==> src/rtl/sseg_pkg.sv <==
// Shared types and constants for the display message scheduler.
package sseg_pkg;

   typedef logic [4:0] glyph_t;

   // Non-hex glyphs understood by the segment driver
   localparam glyph_t GL_BLANK = 5'h10;
   localparam glyph_t GL_B     = 5'h11;
   localparam glyph_t GL_T     = 5'h12;
   localparam glyph_t GL_E     = 5'h13;
   localparam glyph_t GL_R     = 5'h14;
   localparam glyph_t GL_DASH  = 5'h15;

   typedef enum logic [1:0] {
      SRC_VAL = 2'd0,
      SRC_BT  = 2'd1,
      SRC_ERR = 2'd2
   } src_t;

   typedef enum logic [1:0] {
      StIdle,
      StConv,
      StDone
   } conv_state_t;

   localparam int unsigned BIN_W = 11;
   localparam int unsigned BCD_W = 16;

   // Double-dabble correction: add 3 to every BCD nibble that is 5 or more
   function automatic logic [BCD_W-1:0] dd_adjust(input logic [BCD_W-1:0] bcd);
      logic [BCD_W-1:0] r;
      r = bcd;
      for (int i = 0; i < 4; i++) begin
         if (bcd[4*i +: 4] >= 4'd5) begin
            r[4*i +: 4] = bcd[4*i +: 4] + 4'd3;
         end
      end
      return r;
   endfunction

endpackage

==> src/rtl/bin2bcd_seq.sv <==
// Sequential double-dabble: 11-bit binary to four BCD digits, one step per cycle.
module bin2bcd_seq
   import sseg_pkg::*;
(
   input  logic             clk,
   input  logic             rst,
   input  logic             start,
   input  logic [BIN_W-1:0] bin,
   output logic             busy,
   output logic             done,
   output logic             idle,
   output logic [BCD_W-1:0] bcd,
   output logic [BCD_W-1:0] bcd_shift
);

   localparam int unsigned SH_W = BCD_W + BIN_W;

   conv_state_t      state_q;
   logic [SH_W-1:0]  shift_q;
   logic [3:0]       step_q;
   logic [BCD_W-1:0] bcd_q;
   logic             busy_q;
   logic             done_q;
   logic [BCD_W-1:0] adj;

   // Corrected BCD part of the shift register before this cycle's shift
   always_comb begin
      adj = dd_adjust(shift_q[SH_W-1 -: BCD_W]);
   end

   // Conversion FSM: capture, 11 shift-add-3 steps, then publish the result
   always_ff @(posedge clk) begin
      if (rst) begin
         state_q <= StIdle;
         shift_q <= '0;
         step_q  <= '0;
         bcd_q   <= '0;
         busy_q  <= 1'b0;
         done_q  <= 1'b0;
      end else begin
         unique case (state_q)
            StIdle: begin
               if (start) begin
                  shift_q <= {{BCD_W{1'b0}}, bin};
                  step_q  <= '0;
                  busy_q  <= 1'b1;
                  state_q <= StConv;
               end
            end
            StConv: begin
               shift_q <= {adj, shift_q[BIN_W-1:0]} << 1;
               step_q  <= step_q + 4'd1;
               if (step_q == 4'(BIN_W - 1)) begin
                  busy_q  <= 1'b0;
                  done_q  <= 1'b1;
                  state_q <= StDone;
               end
            end
            StDone: begin
               bcd_q   <= shift_q[SH_W-1 -: BCD_W];
               done_q  <= 1'b0;
               state_q <= StIdle;
            end
            default: state_q <= StIdle;
         endcase
      end
   end

   assign busy      = busy_q;
   assign done      = done_q;
   assign idle      = (state_q == StIdle);
   assign bcd       = bcd_q;
   // Final digits are already in the shift register during the done cycle
   assign bcd_shift = shift_q[SH_W-1 -: BCD_W];

endmodule

==> src/rtl/sseg_msg_sched.sv <==
// Display message scheduler: arbitrates ERR > BT > VAL and emits registered glyphs.
module sseg_msg_sched
   import sseg_pkg::*;
#(
   parameter int unsigned CLK_HZ  = 100_000_000,
   parameter int unsigned HOLD_MS = 1000
) (
   input  logic        clk,
   input  logic        rst,
   input  logic [10:0] x_val,
   input  logic        x_valid,
   input  logic        bt_req,
   input  logic        err_req,
   input  logic [3:0]  err_code,
   output logic [19:0] digits,
   output logic        digits_upd,
   output logic [1:0]  src,
   output logic        busy
);

   localparam int unsigned DIV_CYC = (CLK_HZ / 1000 > 1) ? CLK_HZ / 1000 : 1;
   localparam int unsigned DIV_W   = (DIV_CYC > 1) ? $clog2(DIV_CYC) : 1;
   localparam int unsigned HOLD_W  = $clog2(HOLD_MS + 1);
   localparam logic [19:0] RST_DIGITS = {GL_BLANK, GL_BLANK, GL_BLANK, 5'h00};

   logic [DIV_W-1:0]  div_q, div_d;
   logic [HOLD_W-1:0] hold_q, hold_d;
   logic [3:0]        code_q, code_d;
   logic              tick;
   logic              pend_q;
   logic [BIN_W-1:0]  pend_val_q;
   logic              conv_start, conv_busy, conv_done, conv_idle;
   logic [BIN_W-1:0]  conv_bin;
   logic [BCD_W-1:0]  bcd_res, bcd_shift, val_bcd;
   logic [19:0]       val_glyphs;
   logic [19:0]       digits_q, digits_d;
   logic              upd_q;
   src_t              src_q, src_d;

   // A fresh value wins over the pending one when both are present at start
   assign conv_start = x_valid | pend_q;
   assign conv_bin   = x_valid ? x_val : pend_val_q;

   bin2bcd_seq u_conv (
      .clk       (clk),
      .rst       (rst),
      .start     (conv_start),
      .bin       (conv_bin),
      .busy      (conv_busy),
      .done      (conv_done),
      .idle      (conv_idle),
      .bcd       (bcd_res),
      .bcd_shift (bcd_shift)
   );

   // Millisecond divider and error hold countdown; err_req restarts both
   always_comb begin
      tick   = (div_q == DIV_W'(DIV_CYC - 1));
      div_d  = tick ? '0 : div_q + DIV_W'(1);
      hold_d = hold_q;
      code_d = code_q;
      if (tick && hold_q != '0) begin
         hold_d = hold_q - HOLD_W'(1);
      end
      if (err_req) begin
         div_d  = '0;
         hold_d = HOLD_W'(HOLD_MS);
         code_d = err_code;
      end
   end

   // Source and glyphs are chosen from next-state so the display follows inputs by one cycle
   always_comb begin
      if (hold_d != '0) begin
         src_d = SRC_ERR;
      end else if (bt_req) begin
         src_d = SRC_BT;
      end else begin
         src_d = SRC_VAL;
      end
   end

   // Decimal value with leading-zero blanking; units digit always visible
   always_comb begin
      val_bcd          = conv_done ? bcd_shift : bcd_res;
      val_glyphs       = '0;
      val_glyphs[4:0]  = {1'b0, val_bcd[3:0]};
      val_glyphs[9:5]  = (val_bcd[15:4] == '0) ? GL_BLANK : {1'b0, val_bcd[7:4]};
      val_glyphs[14:10] = (val_bcd[15:8] == '0) ? GL_BLANK : {1'b0, val_bcd[11:8]};
      val_glyphs[19:15] = (val_bcd[15:12] == '0) ? GL_BLANK : {1'b0, val_bcd[15:12]};
   end

   // Priority mux of the three messages
   always_comb begin
      digits_d = val_glyphs;
      unique case (src_d)
         SRC_ERR: digits_d = {GL_E, GL_R, GL_R, 1'b0, code_d};
         SRC_BT:  digits_d = {GL_DASH, GL_B, GL_T, GL_DASH};
         default: digits_d = val_glyphs;
      endcase
   end

   // Latest x_val arriving while the converter is occupied waits here
   always_ff @(posedge clk) begin
      if (rst) begin
         pend_q     <= 1'b0;
         pend_val_q <= '0;
      end else if (x_valid && !conv_idle) begin
         pend_q     <= 1'b1;
         pend_val_q <= x_val;
      end else if (conv_idle) begin
         pend_q     <= 1'b0;
      end
   end

   // Timer state, latched error code and registered outputs
   always_ff @(posedge clk) begin
      if (rst) begin
         div_q    <= '0;
         hold_q   <= '0;
         code_q   <= '0;
         digits_q <= RST_DIGITS;
         upd_q    <= 1'b0;
         src_q    <= SRC_VAL;
      end else begin
         div_q    <= div_d;
         hold_q   <= hold_d;
         code_q   <= code_d;
         digits_q <= digits_d;
         upd_q    <= (digits_d != digits_q);
         src_q    <= src_d;
      end
   end

   assign digits     = digits_q;
   assign digits_upd = upd_q;
   assign src        = src_q;
   assign busy       = conv_busy;

endmodule

==> config.mk <==
export PLATFORM = sky130hd
export DESIGN_NAME = sseg_msg_sched
export DESIGN_NICKNAME = d
export VERILOG_FILES = /design/src/rtl/sseg_pkg.sv /design/src/rtl/bin2bcd_seq.sv /design/src/rtl/sseg_msg_sched.sv
export SDC_FILE = /design/constraint.sdc
export NUM_CORES = 1
export LEC_CHECK = 0
export BUFFER_PORTS_ARGS = -buffer_cell sky130_fd_sc_hd__buf_2
export CORE_ASPECT_RATIO = 1.1
export CORE_MARGIN = 4
export CORE_UTILIZATION = 40
export CTS_CLUSTER_DIAMETER = 200
export DETAILED_ROUTE_END_ITERATION = 7
export HOLD_SLACK_MARGIN = 0.02
export SLEW_MARGIN = 20
export SYNTH_ARGS = -nofsm -noshare
export SYNTH_HDL_FRONTEND = slang
export SYNTH_HIERARCHICAL = 1
export SYNTH_SLANG_ARGS = --single-unit
==> constraint.sdc <==
create_clock -name clk -period 9.1 [get_ports clk]
set_clock_uncertainty 0.15 [all_clocks]
set_input_delay 0.91 -clock clk [delete_from_list [all_inputs] [get_ports clk]]
set_output_delay 0.91 -clock clk [all_outputs]
set_load 0.02 [all_outputs]
==> qor.log, run 1 <==
INFO  run_status     run_status=complete, no violations
INFO  yosys          synthesis.nets=720
INFO  floorplanning  floorplan.die.height=135um
INFO  grt            gr-total-overflow=0
INFO  cts            post-cts-setup-buffers=0
INFO  pwr            fin_total_pwr=1290uW
INFO  detailed_routing drt_via_density=5.21
INFO  layout         post_layout_nonfiller_instances=904
INFO  yosys          compound_gate_portion_of_the_synthesized_area=13.5%
INFO  yosys          fraction_of_the_mapped_netlist_area_in_simple_logic_gates=25.5%
INFO  yosys          postSynth.asyncResetShare=0%
INFO  place          placed_cells_incl_taps=872
INFO  yosys          synthXorXnorAreaFrac=4.73%
INFO  critical_path  critical_path.cell_chain=inv_1 -> ha_1 -> nor3b_2 -> and3_2 -> o31ai_1 -> or3b_4 -> nand4b_4 -> nor2_4 -> or4b_1 -> a2111oi_1 -> a41oi_1
INFO  floorplanning  initial_core_util=40.8%
INFO  yosys          synth_ff_type=dfxtp_1
INFO  sta            timing.setup.tns=0ps
INFO  yosys          synth_sequential_area_ratio=39.4%
INFO  critical_path  worstPathRequired=9210ps
INFO  critical_path  critPathLaunch=hold_q[0]
INFO  critical_path  worstSetupEndpoint=digits_upd
INFO  yosys          synthesis.area=0.00590sqmm
INFO  yosys          synth.mux.area_fraction=7.49%
INFO  critical_path  timing_worst_setup_path_type=reg -> reg
INFO  layout         final_non_filler_cell_area=0.00660sqmm
INFO  grt            grt_max_degree=63
INFO  detailed_routing detail_route.wl_per_cell=14.8um
INFO  critical_path  crit-reg2reg-capture=digits_upd
INFO  sta            timing_worst_slew_pin_value=1100ps
INFO  detailed_routing route.antenna.remaining_nets=0
INFO  flow_run       number_of_maximum_capacitance_violations=0
INFO  sta            timing_max_transition_violations_final=0
INFO  layout         layout_cells_sized_above_1=16.2%
INFO  detailed_routing drc_errors=0
INFO  critical_path  critPathSlowestCell=nand4b_4
INFO  grt            combined_global_route_utilization_of_all_metal_layers=16.8%
INFO  sta            worst_slew_margin_rel=26.4%
INFO  critical_path  r2r_slack=5230ps
INFO  detailed_routing total_iterations_of_the_first_detailed_routing_run=7
INFO  yosys          synth_top_family_by_area=simple AND/OR/NAND/NOR gates
INFO  pwr            total_leakage_power=0.00250uW
INFO  pwr            cellPowerDensity=196mW/mm^2
INFO  cts            cts_tree=yes
INFO  floorplanning  top_level_ports=44
INFO  place          dpl.hpwl=9580um
INFO  cts            cts-root-to-sink-buffers=2
INFO  critical_path  critPathTopFamily=simple AND/OR/NAND/NOR gates
INFO  cts            clkTransAtPathRegs=50ps
INFO  critical_path  critical_path.max_stage_delay=470ps
INFO  sta            final_min_period_over_clock_period=42.5%
INFO  sta            grt_setup_unrepaired=false
INFO  cts            clk-insertion-delay-late=420ps
INFO  cts            cts_inserted_buffers=17
INFO  critical_path  worst-path-stages=11
INFO  sta            period_minus_slack=3870ps
INFO  sta            final-hold-violation-count=0
INFO  layout         num_antenna_cells=0
INFO  cts            cts_resized=0
INFO  cts            clock-sinks=116
INFO  yosys          synthAdderAreaFrac=2.55%
INFO  place          port_buf_inserts=43
INFO  grt            grt_pass1_vias=4661
INFO  critical_path  critical_path.n_buffers_inverters=1
INFO  sta            whs=301ps
INFO  detailed_routing drt_first_iter_violations=269
INFO  sta            final_setup_violations=0
INFO  min_path       timing.hold.worst.start=u_conv/bcd[9]
INFO  grt            grt_antenna_before_repair=0
INFO  critical_path  cp.arrival=3970ps
INFO  critical_path  worst_r2r_startpoint=hold_q[0]
INFO  sta            fmax=259MHz
INFO  detailed_routing routed_wl=13300um
INFO  yosys          synth_enable_flop_cells=0
INFO  critical_path  startpoint_type=flip-flop
INFO  layout         nets=731
INFO  critical_path  timing.critical_path.fanout_max=31
INFO  layout         areaGrowthSynthToFinish=11.9%
INFO  yosys          yosysWarningCount=6
INFO  place          final_replace_weighted_congestion=0.946
INFO  floorplanning  core_region_area=0.0144sqmm
INFO  critical_path  setup.worst_path.end_class=flip-flop
INFO  yosys          syn_avg_cell_area=8.57squm
INFO  floorplanning  die_width=124um
INFO  detailed_routing via_count=4707
INFO  yosys          syn_inst=688
INFO  cts            clockRootBuffer=clkbuf_16
INFO  cts            cts-hold-fix-buffers=0
INFO  yosys          synth_cell_types=73
INFO  pwr            vdd_ir_drop_max=0.139mV
INFO  floorplanning  floorplan.rows=46
INFO  place          dpl_cell_area=0.00602sqmm
INFO  grt            grt_first_pass_wirelength=22300um
INFO  min_path       hp-class=reg -> reg
INFO  floorplanning  dieArea=0.0168sqmm
INFO  cts            clock_tree.htree_level_count=4
INFO  critical_path  worst-r2r-cell-count=11
INFO  yosys          yosys_register_bits=116
[flip-flops by register name (all words and copies together) (netlist names)]
register and count:
digits_upd 1, u_conv/state_q 2, u_conv/bcd 16, pend_q 1, code_q 4, pend_val_q 11, u_conv/step_q 4, u_conv/done 1
hold_q 10, u_conv/shift_q 27, src 1, u_conv/busy 1, digits 20, div_q 17
[metal layers]
metal	GRT usage (%)	vias to the layer above	part of all wire (%)
li1	-	2389	-
met1	19.9	2224	44
met2	28.3	71	50
met3	4.05	23	3.2
met4	7.88	0	2.5
met5	0	-	0
[worst min-delay path by stage]
stage,to,depth (start not counted),slack (ps)
2_1_floorplan,div_q[0],1,280
3_3_place_gp,pend_val_q[5],2,290
3_5_place_dp,u_conv/bcd[9],2,300
4_1_cts,u_conv/bcd[9],2,300
5_1_grt,pend_val_q[3],2,320
6_report,u_conv/bcd[9],2,300
[layout make-up]
| cell class | instances | area, sq um |
|---|---|---|
| fill | 1389 | 7850 |
| tap | 192 | 240 |
| multi-input combinational | 502 | 3170 |
| sequential | 116 | 2320 |
| clock inverter | 10 | 105 |
| timing repair buffer | 44 | 223 |
| inverter | 18 | 67.6 |
| clock buffer | 22 | 474 |
[cells by family (layout without fill, tap and decap cells)]
kind of cell | after synthesis | in the layout
AO/OA/AOI/OAI | 130 | 130
flip-flops | 116 | 116
adder cells (fa/ha/maj) | 12 | 12
multiplexers | 42 | 42
buffers and inverters | 70 | 94
XOR/XNOR | 31 | 31
AND/OR/NAND/NOR | 287 | 287
[worst register-to-register path: stages, from the launching register on]
cell	delay, ps
dfxtp_1	410
inv_1	70
ha_1	230
nor3b_2	190
and3_2	270
o31ai_1	220
or3b_4	420
nand4b_4	470
nor2_4	270
or4b_1	450
a2111oi_1	410
a41oi_1	150
[stage by stage]
stage,setup slack [ps],utilization [%]
3_3_place_gp,5230,41.7
6_report,5230,45.7
2_1_floorplan,5870,-
5_1_grt,5030,45.7
3_5_place_dp,5200,41.7
4_1_cts,5260,45.7
[report_power, final]
| part | switching, uW | total [uW] | internal, uW |
|---|---|---|---|
| Clock | 227 | 648 | 421 |
| Sequential | 16.8 | 543 | 526 |
| Combinational | 61.2 | 102 | 41.3 |
| Total | 305 | 1290 | 988 |
[placed cells by master (no fill, tap or decap), drive strengths merged, types with 8 or more instances in the layout]
| cell | instances |
|---|---|
| inv | 17 |
| mux2 | 17 |
| nand2b | 15 |
| ha | 12 |
| nor2 | 83 |
| nor2b | 14 |
| xor2 | 16 |
| and3 | 8 |
| mux2i | 25 |
| clkbuf | 22 |
| nand3 | 12 |
| a21oi | 68 |
| dfxtp | 116 |
| xnor2 | 15 |
| buf | 44 |
| nand2 | 84 |
| o21ai | 22 |
| nor3 | 29 |
[cells in the mapped netlist, drive strengths merged (2+ instances only)]
| library cell | count | area (sq um) |
|---|---|---|
| o22ai | 2 | 12.5 |
| nand2b | 15 | 96.3 |
| nand4b | 3 | 41.3 |
| nor3 | 29 | 145 |
| ha | 12 | 150 |
| inv | 17 | 63.8 |
| clkbuf | 15 | 77.6 |
| buf | 37 | 261 |
| nor4b | 2 | 32.5 |
| or3 | 4 | 25.0 |
| and4 | 2 | 21.3 |
| a221oi | 3 | 26.3 |
| nand3b | 2 | 15.0 |
| a22o | 5 | 43.8 |
| o31ai | 5 | 37.5 |
| o21bai | 2 | 15.0 |
| dfxtp | 116 | 2320 |
| nand3 | 12 | 60.1 |
| a22oi | 2 | 15.0 |
| a21oi | 68 | 340 |
| nor2 | 83 | 334 |
| nor3b | 4 | 35.0 |
| a21o | 2 | 15.0 |
| a2111oi | 2 | 37.5 |
| nand4 | 4 | 40.0 |
| or2 | 5 | 31.3 |
| xor2 | 16 | 140 |
| or4 | 2 | 15.0 |
| nor2b | 14 | 87.6 |
| a222oi | 3 | 30.0 |
| nand2 | 84 | 315 |
| a31oi | 2 | 12.5 |
| o21ai | 22 | 110 |
| xnor2 | 15 | 139 |
| mux2 | 17 | 191 |
| a211oi | 4 | 30.0 |
| and3 | 8 | 52.6 |
| and4b | 2 | 23.8 |
| mux2i | 25 | 250 |
| nor4 | 6 | 67.6 |
(Power assumes the default switching activity.)
==> inputs of run 2 (changes only) <==
Clock period 9.1 ns to 3.3 ns, I/O delays scaled along.
==> run 2 against run 1 <==
Cell count grew 3.1%; largest power group unchanged; sequential power increased to 2.7 times the previous value; utilization grew 2.1 points; largest cell class unchanged; critical path type unchanged; first-iteration DRC count increased by 24%; cell area rose by 4.5%; global-route usage grew 0.38 points.
==> qor.log, run 2 (synthesis results as in run 1) <==
INFO  pwr            total_leakage_power=0.00265uW [+6.1%]
INFO  sta            period_minus_slack=3140ps [-733 ps]
INFO  pwr            cellPowerDensity=508mW/mm^2 [+160%]
INFO  place          dpl_cell_area=0.00616sqmm [+2.3%]
INFO  cts            cts_tree=yes
INFO  floorplanning  top_level_ports=44 [unchanged]
INFO  layout         layout_cells_sized_above_1=20.1% [+4.0 points]
INFO  critical_path  critical_path.max_stage_delay=480ps [about the same]
INFO  detailed_routing drt_first_iter_violations=333 [+24%]
INFO  layout         final_cell_mix=dfxtp_1 (112), nand2_1 (84), nor2_1 (80)
INFO  min_path       min_to=pend_val_q[9]
INFO  critical_path  critPathSlowestCell=or4b_4
INFO  run_status     run_status=complete, no violations
INFO  critical_path  worstPathRequired=3410ps [-5800 ps]
INFO  layout         fin_util=47.8% [+2.1 points]
INFO  sta            timing_max_transition_violations_final=0 [unchanged]
INFO  grt            grt_antenna_before_repair=0 [unchanged]
INFO  min_path       timing.hold.worst_path_depth=3 [+1]
INFO  min_path       hp-class=in -> reg
INFO  floorplanning  die_width=124um [unchanged]
INFO  sta            fmax=319MHz [+23%]
INFO  detailed_routing via_count=4854 [+3.1%]
INFO  sta            final_setup_violations=0 [unchanged]
INFO  layout         largest_register=u_conv/shift_q
INFO  detailed_routing drc_errors=0 [unchanged]
INFO  floorplanning  dieArea=0.0168sqmm [unchanged]
INFO  grt            grt_first_pass_wirelength=22900um [+2.8%]
INFO  critical_path  worst-r2r-cell-count=10 [-1]
INFO  sta            final_min_period_over_clock_period=95.0% [+52 points]
INFO  place          final_replace_weighted_congestion=0.857 [-9.4%]
INFO  detailed_routing drt_via_density=5.21 [about the same]
INFO  place          port_buf_inserts=43 [unchanged]
INFO  cts            cts_inserted_buffers=17 [unchanged]
INFO  critical_path  cp.arrival=3250ps [-720 ps]
INFO  floorplanning  floorplan.rows=46 [unchanged]
INFO  cts            clkTransAtPathRegs=50ps [about the same]
INFO  sta            final-hold-violation-count=0 [unchanged]
INFO  critical_path  critical_path.cell_chain=ha_1 -> and4_4 -> nand4_4 -> o31ai_2 -> or3b_4 -> nand4b_4 -> nor2_4 -> or4b_4 -> a2111oi_4 -> a41oi_2
INFO  detailed_routing routed_wl=13800um [+3.5%]
INFO  layout         largest_register_ffs=27 [unchanged]
INFO  critical_path  worst_r2r_startpoint=div_q[0]
INFO  place          dpl.hpwl=9810um [+2.4%]
INFO  sta            timing_worst_slew_pin_value=732ps [-370 ps]
INFO  critical_path  timing_worst_setup_path_type=reg -> reg
INFO  detailed_routing detail_route.wl_per_cell=14.8um [+0.35%]
INFO  critical_path  timing.critical_path.fanout_max=5 [-84%]
INFO  grt            gr-total-overflow=0 [unchanged]
INFO  cts            clk-insertion-delay-late=410ps [about the same]
INFO  sta            whs=40.2ps [-261 ps]
INFO  critical_path  setup.worst_path.end_class=flip-flop
INFO  layout         num_antenna_cells=0 [unchanged]
INFO  layout         post_layout_nonfiller_instances=932 [+3.1%]
INFO  layout         nets=761 [+4.1%]
INFO  critical_path  r2r_slack=160ps [-5070 ps]
INFO  detailed_routing route.antenna.remaining_nets=0 [unchanged]
INFO  critical_path  startpoint_type=flip-flop
INFO  place          placed_cells_incl_taps=889 [+1.9%]
INFO  grt            combined_global_route_utilization_of_all_metal_layers=17.2% [+0.38 points]
INFO  floorplanning  core_region_area=0.0144sqmm [unchanged]
INFO  cts            clockRootBuffer=clkbuf_16
INFO  cts            cts-root-to-sink-buffers=2 [unchanged]
INFO  grt            grt_max_degree=35 [-44%]
INFO  floorplanning  floorplan.die.height=135um [unchanged]
INFO  pwr            fin_total_pwr=3500uW [+170%]
INFO  grt            grt_pass1_vias=4810 [+3.2%]
INFO  cts            clock_tree.htree_level_count=4 [unchanged]
INFO  min_path       timing.hold.worst.start=x_val[9]
INFO  layout         areaGrowthSynthToFinish=17.0%
INFO  cts            clock-sinks=116 [unchanged]
INFO  layout         layout.cells.most_common=dfxtp_1
INFO  sta            worst_slew_margin_rel=51.1% [+25 points]
INFO  layout         n_fill_cell=1377 [-0.86%]
INFO  floorplanning  initial_core_util=40.8% [unchanged]
INFO  critical_path  crit-reg2reg-capture=digits_upd
INFO  layout         final_non_filler_cell_area=0.00690sqmm [+4.5%]
INFO  pwr            vdd_ir_drop_max=0.357mV [+160%]
INFO  flow_run       number_of_maximum_capacitance_violations=0 [unchanged]
INFO  detailed_routing total_iterations_of_the_first_detailed_routing_run=4 [-3]
run 2: how the worst max path moves through the flow:
stage / from / to / slack (ps) / cells after the start
2_1_floorplan: hold_q[0] / digits_upd / 70 / 11
3_3_place_gp: div_q[0] / digits_upd / 80 / 10
3_5_place_dp: div_q[0] / digits_upd / -20 / 10
4_1_cts: div_q[0] / digits_upd / 20 / 10
5_1_grt: hold_q[0] / digits_upd / -1 / 12
6_report: div_q[0] / digits_upd / 160 / 10
run 2: power breakdown:
group / switching, uW / internal (uW)
Sequential: 38.8 / 1450
Combinational: 187 / 134
Clock: 593 / 1100
run 2: layer usage:
| metal | routed length, um | track usage (%) | vias up |
|---|---|---|---|
| li1 | - | - | 2442 |
| met1 | 6080 | 20.2 | 2303 |
| met2 | 6900 | 28.6 | 89 |
| met3 | 503 | 5.22 | 20 |
| met4 | 328 | 7.63 | 0 |
| met5 | 0 | 0 | - |
run 2: what timing repair did:
item / 4_1_cts / 5_1_grt
hold endpoints to repair: 6 / 0
cloned: 0 / 0
setup endpoints to repair: 1 / 1
pin swaps: 1 / 7
resized for setup: 1 / 18
setup buffers: 0 / 7
hold buffers: 6 / 0
run 2: cell type report:
class	count	area (sq um)	share of cell area, %
clock buffers	25	495	7.18
multi-input cells	502	3240	47.0
flip-flops and latches	116	2330	33.7
inverters	18	67.6	0.979
clock inverters	5	50.0	0.725
well taps	192	240	3.48
repair buffers	74	475	6.89
run 2: critical path: cells and delay by family (launching register included):
family	cells	cell delay, ps
AND/OR/NAND/NOR	6	1650
flip-flops	1	350
adder cells (fa/ha/maj)	1	170
AO/OA/AOI/OAI	3	690
run 2: per-stage QoR:
step | setup WS, ps | setup TNS, ps
2_1_floorplan | 73.0 | 0
3_3_place_gp | 84.4 | 0
3_5_place_dp | -18.0 | -18.0
4_1_cts | 16.1 | 0
5_1_grt | -1.08 | -1.08
6_report | 165 | 0
==> inputs of run 3 (changes only) <==
Settings changed: BUFFER_PORTS_ARGS -buffer_cell sky130_fd_sc_hd__buf_2 to -buffer_cell sky130_fd_sc_hd__buf_4, TNS_END_PERCENT set to 20.
==> run 3 against run 2 <==
Global-route usage shrank 0.091 points; count of clock-buffer cells in the layout shrank 5; sequential share of layout area shrank 1.1 points; fmax shrank 2.0%; via count is 1.3% higher; utilization increased by 1.7 points; worst setup slack lost 66 ps.
==> qor.log, run 3 (synthesis results as in run 1) <==
INFO  detailed_routing drt_first_iter_violations=312 [-6.3%]
INFO  cts            clkTransAtPathRegs=50ps [about the same]
INFO  run_status     run_status=complete, no violations
INFO  detailed_routing total_iterations_of_the_first_detailed_routing_run=4 [unchanged]
INFO  floorplanning  top_level_ports=44 [unchanged]
INFO  detailed_routing drt_via_density=5.25 [+0.84%]
INFO  sta            fmax=312MHz [-2.0%]
INFO  grt            grt_pass1_vias=4694 [-2.4%]
INFO  layout         largest_register_ffs=27 [unchanged]
INFO  pwr            fin_total_pwr=3870uW [+11%]
INFO  sta            final-hold-violation-count=0 [unchanged]
INFO  layout         final_cell_mix=dfxtp_1 (113), nand2_1 (84), nor2_1 (80)
INFO  floorplanning  dieArea=0.0168sqmm [unchanged]
INFO  detailed_routing routed_wl=13900um [+0.96%]
INFO  critical_path  cp.arrival=3330ps [+80 ps]
INFO  layout         largest_register=u_conv/shift_q
INFO  grt            gr-total-overflow=0 [unchanged]
INFO  grt            grt_first_pass_wirelength=22600um [-1.3%]
INFO  pwr            cellPowerDensity=542mW/mm^2 [+6.8%]
INFO  critical_path  startpoint_type=flip-flop
INFO  layout         num_antenna_cells=0 [unchanged]
INFO  sta            final_setup_violations=0 [unchanged]
INFO  layout         n_fill_cell=1346 [-2.3%]
INFO  critical_path  timing.critical_path.fanout_max=6 [+1]
INFO  cts            clock-sinks=116 [unchanged]
INFO  critical_path  worstPathRequired=3430ps [+20 ps]
INFO  place          placed_cells_incl_taps=891 [+0.22%]
INFO  floorplanning  initial_core_util=40.8% [unchanged]
INFO  pwr            vdd_ir_drop_max=0.379mV [+6.2%]
INFO  cts            clock_tree.htree_level_count=4 [unchanged]
INFO  sta            timing.setup.tns=0ps [unchanged]
INFO  critical_path  critPathLaunch=div_q[0]
INFO  cts            cts_inserted_buffers=17 [unchanged]
INFO  cts            clockRootBuffer=clkbuf_16
INFO  pwr            seq_power_share=38.5% [-4.0 points]
INFO  flow_run       number_of_maximum_capacitance_violations=0 [unchanged]
INFO  sta            final_min_period_over_clock_period=97.0% [+2.0 points]
INFO  pwr            netSwitchingPower=878uW [+7.3%]
INFO  place          port_buf_inserts=43 [unchanged]
INFO  pwr            internal_power=2990uW [+11%]
INFO  floorplanning  die_width=124um [unchanged]
INFO  min_path       hp-class=in -> reg
INFO  grt            combined_global_route_utilization_of_all_metal_layers=17.1% [-0.091 points]
INFO  cts            cts-root-to-sink-buffers=2 [unchanged]
INFO  grt            grt_use_met1=20.6% [+0.33 points]
INFO  layout         areaGrowthSynthToFinish=21.1%
INFO  sta            timing_max_transition_violations_final=0 [unchanged]
INFO  place          dpl.hpwl=9840um [+0.23%]
INFO  detailed_routing drc_errors=0 [unchanged]
INFO  cts            clk-insertion-delay-late=420ps [about the same]
INFO  critical_path  setup.worst_path.end_class=flip-flop
INFO  critical_path  r2r_slack=100ps [-70 ps]
INFO  min_path       timing.hold.worst.start=x_val[10]
INFO  grt            grt.met3_usage=4.05% [-1.2 points]
INFO  cts            cts_tree=yes
INFO  pwr            pwr-share-comb=8.5% [-0.6 points]
INFO  pwr            power_switching_share=22.7% [-0.67 points]
INFO  floorplanning  floorplan.rows=46 [unchanged]
INFO  critical_path  timing_worst_setup_path_type=reg -> reg
INFO  pwr            total_leakage_power=0.00272uW [+2.4%]
INFO  grt            grt-busiest-layer=met2
INFO  detailed_routing detail_route.wl_per_cell=14.9um [+0.52%]
INFO  critical_path  crit-reg2reg-capture=digits_upd
INFO  grt            grt_antenna_before_repair=0 [unchanged]
INFO  floorplanning  core_region_area=0.0144sqmm [unchanged]
INFO  sta            worst_slew_margin_rel=49.5% [-1.6 points]
INFO  sta            timing_worst_slew_pin_value=756ps [+23.5 ps]
INFO  place          final_replace_weighted_congestion=0.905 [+5.6%]
INFO  grt            use_met2=28.5% [-0.090 points]
INFO  critical_path  worst-r2r-cell-count=10 [unchanged]
INFO  floorplanning  floorplan.die.height=135um [unchanged]
INFO  layout         nets=763 [+0.26%]
INFO  critical_path  worst_r2r_startpoint=div_q[0]
INFO  detailed_routing route.antenna.remaining_nets=0 [unchanged]
INFO  detailed_routing via_count=4916 [+1.3%]
INFO  layout         layout.cells.most_common=dfxtp_1
INFO  grt            grt_max_degree=55 [+57%]
INFO  layout         layout_cells_sized_above_1=20.0% [-0.11 points]
INFO  sta            period_minus_slack=3200ps [+65.6 ps]
INFO  critical_path  worstSetupEndpoint=digits_upd
INFO  layout         post_layout_nonfiller_instances=936 [+0.43%]
INFO  pwr            power.share.clock=53.0% [+4.7 points]
==> run 3: power by group through the flow <==
stage               clock (uW)  sequential (uW)  combinational (uW)
finish                    2050             1490                 328
global route              2150             1500                 362
CTS                       2090             1490                 320
detailed placement           0             1520                 308
global placement             0             1520                 304
floorplan                    0             1520                 221
==> run 3: worst min path at each step <==
stage / to / slack, ps / depth (start not counted)
2_1_floorplan: div_q[0] / 280 / 1
3_3_place_gp: pend_val_q[3] / 290 / 2
3_5_place_dp: u_conv/bcd[14] / 300 / 2
4_1_cts: pend_val_q[10] / 20 / 3
5_1_grt: pend_val_q[10] / 40 / 3
6_report: pend_val_q[10] / 40 / 3
==> run 3: metrics by stage <==
step           hold WS, ps  worst slack [ps]  util [%]  cell area [sq um]
2_1_floorplan          280              73.0         -               5900
3_3_place_gp           290               119      43.4               6270
3_5_place_dp           296             -28.8      43.4               6270
4_1_cts               22.8              4.43      48.8               7050
5_1_grt               43.7             -20.3      49.4               7140
6_report              40.5              99.4      49.4               7140
==> run 3: critical path, cell delays in order, from the launching register on <==
cell	delay, ps
dfxtp_4	370
ha_4	140
and4_4	250
nand4_4	150
o31ai_2	280
or3b_4	420
nand4b_4	210
nor2_4	140
or4b_4	480
a2111oi_4	340
a41oi_2	130
==> run 3: final cells by class <==
cell class / count / area, sq um / area share [%]
multi-input cells: 502 / 3230 / 45.3
flip-flops and latches: 116 / 2330 / 32.6
repair buffers: 76 / 603 / 8.45
clock buffers: 20 / 467 / 6.54
well taps: 192 / 240 / 3.36
clock inverters: 12 / 200 / 2.80
inverters: 18 / 67.6 / 0.946
==> run 3: routing by layer <==
layer | up-vias | routed length [um]
met1 | 2345 | 6200
met5 | - | 0
met3 | 26 | 436
li1 | 2466 | -
met4 | 0 | 291
met2 | 79 | 7010
==> run 3: repair_timing <==
item / in CTS / in global routing
setup buffers: 0 / 3
endpoints found under the hold margin: 10 / 0
pin swaps: 0 / 5
endpoints found under the setup margin: 1 / 1
gates cloned: 0 / 0
gates resized for setup: 2 / 16
hold buffers: 10 / 0
